[src/rtl/unary_pkg.sv]
// Shared types and constants for the unary serial encoder.
// Holds the FSM state enum, the code-mode selectors and the compare-width helper.
package unary_pkg;

  typedef enum logic {
    IDLE = 1'b0,
    EMIT = 1'b1
  } state_t;

  localparam int MODE_THERM  = 0;
  localparam int MODE_ONEHOT = 1;

  // Width that holds both the full input value and any code index without truncation.
  function automatic int cmp_width(input int din, input int len);
    return (din > $clog2(len) + 1) ? din : $clog2(len) + 1;
  endfunction

endpackage

[src/rtl/unary_chunk.sv]
// Combinational slice of a thermometer/one-hot code: produces the W code bits of beat k.
// Values at or beyond LEN clamp naturally because no code index ever reaches them.
module unary_chunk
  import unary_pkg::*;
#(
  parameter int DIN  = 6,
  parameter int LEN  = 32,
  parameter int W    = 8,
  parameter int KW   = 2,
  parameter int MODE = MODE_THERM
) (
  input  logic [DIN-1:0] val,
  input  logic [KW-1:0]  k,
  output logic [W-1:0]   chunk
);

  localparam int CW = cmp_width(DIN, LEN);

  logic [CW-1:0] val_ext;
  logic [CW-1:0] base;

  always_comb begin
    val_ext = CW'(val);
    base    = CW'(k) * CW'(W);
    chunk   = '0;
    for (int i = 0; i < W; i++) begin
      if (MODE == MODE_ONEHOT) chunk[i] = ((base + CW'(i)) == val_ext);
      else                     chunk[i] = ((base + CW'(i)) <  val_ext);
    end
  end

endmodule

[src/rtl/unary_serial.sv]
// Unary (thermometer / one-hot) serializer: accepts a value, emits LEN code bits
// as LEN/W beats of W bits, with a last-beat flag in the top bit of dout_data.
//
// state | meaning
// IDLE  | no value held, ready for input
// EMIT  | value held, beats k..NB-1 pending
module unary_serial
  import unary_pkg::*;
#(
  parameter int DIN  = 6,
  parameter int LEN  = 32,
  parameter int W    = 8,
  parameter int MODE = MODE_THERM
) (
  input  logic           clk,
  input  logic           rst,
  input  logic           din_valid,
  output logic           din_ready,
  input  logic [DIN-1:0] din_data,
  output logic           dout_valid,
  input  logic           dout_ready,
  output logic [W:0]     dout_data
);

  localparam int NB = LEN / W;
  localparam int KW = (NB > 1) ? $clog2(NB) : 1;
  localparam logic [KW-1:0] K_LAST = KW'(NB - 1);

  state_t         state, state_nxt;
  logic [DIN-1:0] val, val_nxt;
  logic [KW-1:0]  k, k_nxt;
  logic           last;
  logic [W-1:0]   chunk;

  unary_chunk #(
    .DIN  (DIN),
    .LEN  (LEN),
    .W    (W),
    .KW   (KW),
    .MODE (MODE)
  ) u_chunk (
    .val   (val),
    .k     (k),
    .chunk (chunk)
  );

  always_ff @(posedge clk) begin
    if (rst) begin
      state <= IDLE;
      val   <= '0;
      k     <= '0;
    end else begin
      state <= state_nxt;
      val   <= val_nxt;
      k     <= k_nxt;
    end
  end

  always_comb begin
    state_nxt  = state;
    val_nxt    = val;
    k_nxt      = k;
    last       = (k == K_LAST);
    din_ready  = 1'b0;
    dout_valid = 1'b0;
    dout_data  = '0;
    unique case (state)
      IDLE: begin
        din_ready = 1'b1;
        if (din_valid) begin
          val_nxt   = din_data;
          k_nxt     = '0;
          state_nxt = EMIT;
        end
      end
      EMIT: begin
        dout_valid = 1'b1;
        dout_data  = {last, chunk};
        // Accept the next value only as the final beat leaves, so streams have no bubbles.
        din_ready  = dout_ready && last;
        if (dout_ready) begin
          if (!last) begin
            k_nxt = k + KW'(1);
          end else if (din_valid) begin
            val_nxt = din_data;
            k_nxt   = '0;
          end else begin
            state_nxt = IDLE;
          end
        end
      end
      default: state_nxt = IDLE;
    endcase
  end

endmodule

[config.mk]
export PLATFORM = sky130hd
export DESIGN_NAME = unary_serial
export DESIGN_NICKNAME = d
export VERILOG_FILES = /design/src/rtl/unary_pkg.sv /design/src/rtl/unary_chunk.sv /design/src/rtl/unary_serial.sv
export SDC_FILE = /design/constraint.sdc
export NUM_CORES = 1
export LEC_CHECK = 0
export ABC_CLOCK_PERIOD_IN_PS = 1280
export BUFFER_PORTS_ARGS = -buffer_cell sky130_fd_sc_hd__buf_2
export CORE_AREA = 5 5 42 44
export CTS_CLUSTER_SIZE = 40
export DETAILED_ROUTE_END_ITERATION = 10
export DIE_AREA = 0 0 47 49
export PLACE_DENSITY = 0.72
export RECOVER_POWER = 50
export SETUP_SLACK_MARGIN = 0.2
export SLEW_MARGIN = 15
export SYNTH_ARGS = -nofsm -noshare
export SYNTH_HDL_FRONTEND = slang
export SYNTH_SLANG_ARGS = --single-unit
[constraint.sdc]
create_clock -name clk -period 1.28 [get_ports clk]
set_input_delay 0.128 -clock clk [delete_from_list [all_inputs] [get_ports clk]]
set_output_delay 0.128 -clock clk [all_outputs]
set_load 0.01 [all_outputs]
==> reports/results.ini <==
[outcome]
status=finished, violations left
violations=negative setup slack

[global_routing]
grt_max_degree=16
grt.overflow.total=0
track_usage=0.141
antenna_found_initial=0
grt_pass1_vias=504
grt_pass1_wl_mm=2.38

[die]
io_pins=21
core_sq_um=1400
initial_core_util=0.415
die_h_um=49
die_w_um=47
rows=14
dieArea_sq_um=2300

[cells_and_area]
fill_cells=122
final_cells=112
final_cell_area_sq_um=918
nNetsFinal=111
regArea_sq_um=194
drive_above_1_share=0.594
finish.utilization=0.655
syn_to_final_growth_pct=57.8
multi_input_area_sq_um=480
n_antenna_cell=0

[yosys]
async_flop_share=0
synth-compound-area-share=0.131
syn_area_sq_um=582
synth_fa_ha_area_frac=0.0860
syn-num-nets=82
synth_top_cell_by_area=dfxtp_1
synth_seq_cells=9
synth_mux_area_frac=0.120
synth_top_family_by_area=simple AND/OR/NAND/NOR gates
seq_area_frac_synth=0.310
synth_edf_count=0
yosysWarningCount=0
netlist_instances=68
synth-main-ff-cell=dfxtp_1
synthSimpleGateAreaFrac=0.273
synth-xor-area-share=0.0151
synth_cell_type_count=21
syn_avg_cell_area_sq_um=8.56
synth_commonest_cells=nand2b_1 (12), dfxtp_1 (9), a21oi_1 (8)
synth_top_area_frac=0.310
synth_area_leaders=dfxtp_1 (31%), nand2b_1 (13%), mux2i_1 (12%)
yosysMostFrequentCell=nand2b_1

[run]
drv_cap=0

[sta]
relSlewSlack=0.773
report.final.slew_viol_count=0
fmax_ghz=0.637
setup-tns-final_ps=-2320
rsz0062_at_grt=true
clock-skew-final_ps=4.07
final.hold.worst_slack_ps=97.3
setup_viol_count_final=9
fin_crit_sh=1.23
finalHoldViolations=0
worst_slew_pin_slew_ps=340
setup_ws_ps=-289
min_period_ps=1570

[route]
wl_per_cell_um=11.3
vias_per_cell=4.80
route.detailed.drc=0
drt-total-wl_mm=1.27
ant_nets=0
vias=538
drt_pass1_iterations=3
drtIter0Drc=9

[critical_path]
arrival_ps=1440
endpoint_kind=output port
crit_path_start_kind=flip-flop
crit_type=flip-flop to output port
slowest_stage=dfxtp_2
cpLargestDelayFamily=buffers and inverters
required_ps=1150
worstPathCellList=inv_2 -> ha_4 -> buf_4 -> buf_6 -> a21oi_2 -> o21a_1 -> buf_2
cp_max_fo=3
critPathMaxStageDelay_ps=330
critPathBufInv=4

[placed_design]
port_buffers=20
dp_cells=104
dpl.hpwl_um=933
place_congestion=0.652
dpl_cell_area_sq_um=817
dp_slack_ps=-54.6

[clocking]
cts_tree=built
h-tree-depth=1
cts.path.max_buffers=2
cts_made_buffers=3
clk_pin_slew_worst_paths_ps=50
clock_sinks=9
cts-root-buf=clkbuf_4
hold_buffers=0
clock_latency_ps=260

[power]
cellLeakagePower_nw=0.388
power_mw=0.769
ir_worst_vdd_uv=662
power.density_nw_per_um2=838

[min_path]
hp-class=input port to flip-flop

[final cells by class]
| cell class | instances | share of cell area |
|---|---|---|
| Clock buffer | 4 | 0.0286 |
| Multi-Input combinational cell | 51 | 0.523 |
| Inverter | 6 | 0.0245 |
| Sequential cell | 9 | 0.211 |
| Tap cell | 16 | 0.0218 |
| Timing Repair Buffer | 26 | 0.191 |
[flip-flops by register name, indices dropped and copies added (netlist names)]
name and count:
state 1, val 6, k 2
[per-layer routing]
metal  vias to the layer above  part of all wire  global-route usage
li1                        283                 -                   -
met1                       237              0.47               0.200
met2                        14              0.45               0.192
met3                         4             0.055              0.0221
met4                         0             0.023              0.0829
met5                         -                 0                   0
[worst min-delay path, cell delays in order]
cell and delay [ps]:
buf_2 80, nor2_1 40, nor2_1 60
[report_power, final]
group	switching (mW)	internal (mW)
Clock	0.0905	0.120
Sequential	0.0264	0.294
Combinational	0.116	0.123
[worst paths after layout]
kind | depth (start not counted) | startpoint | slack, ps | endpoint
worst max-delay path | 7 | val[4]$_SDFFE_PP0P_ | -290 | dout_data[7]
worst min-delay path | 3 | din_valid | 100 | state$_SDFF_PP0_
worst max register to register | 7 | k[1]$_SDFFE_PP0N_ | 10 | val[4]$_SDFFE_PP0P_
worst min register to register | 2 | val[4]$_SDFFE_PP0P_ | 480 | val[4]$_SDFFE_PP0P_
[layout by cell type (no fill, tap or decap), types with 2 or more instances in the layout]
master,n
a21oi_2,7
nor2_2,2
dfxtp_4,3
nor2_1,3
mux2i_1,7
buf_2,19
nor3_2,2
nand2_1,2
clkbuf_4,3
buf_4,2
dfxtp_2,2
dfxtp_1,4
inv_2,2
ha_4,3
buf_6,4
nand2b_1,12
inv_1,4
[what timing repair did]
| item | 4_1_cts | 5_1_grt |
|---|---|---|
| cloned | 0 | 0 |
| resized for setup | 10 | 1 |
| setup buffers | 4 | 0 |
| setup endpoints to repair | 18 | 19 |
| pin swaps | 4 | 2 |
[cells by family (layout without fill, tap and decap cells)]
group / after synthesis / in the layout
simple gates: 27 / 27
compound gates: 12 / 12
flops: 9 / 9
buf+inv: 8 / 36
mux: 7 / 7
fa+ha+maj: 4 / 4
xor+xnor: 1 / 1
Note: power is estimated with default switching activity, not from simulation.
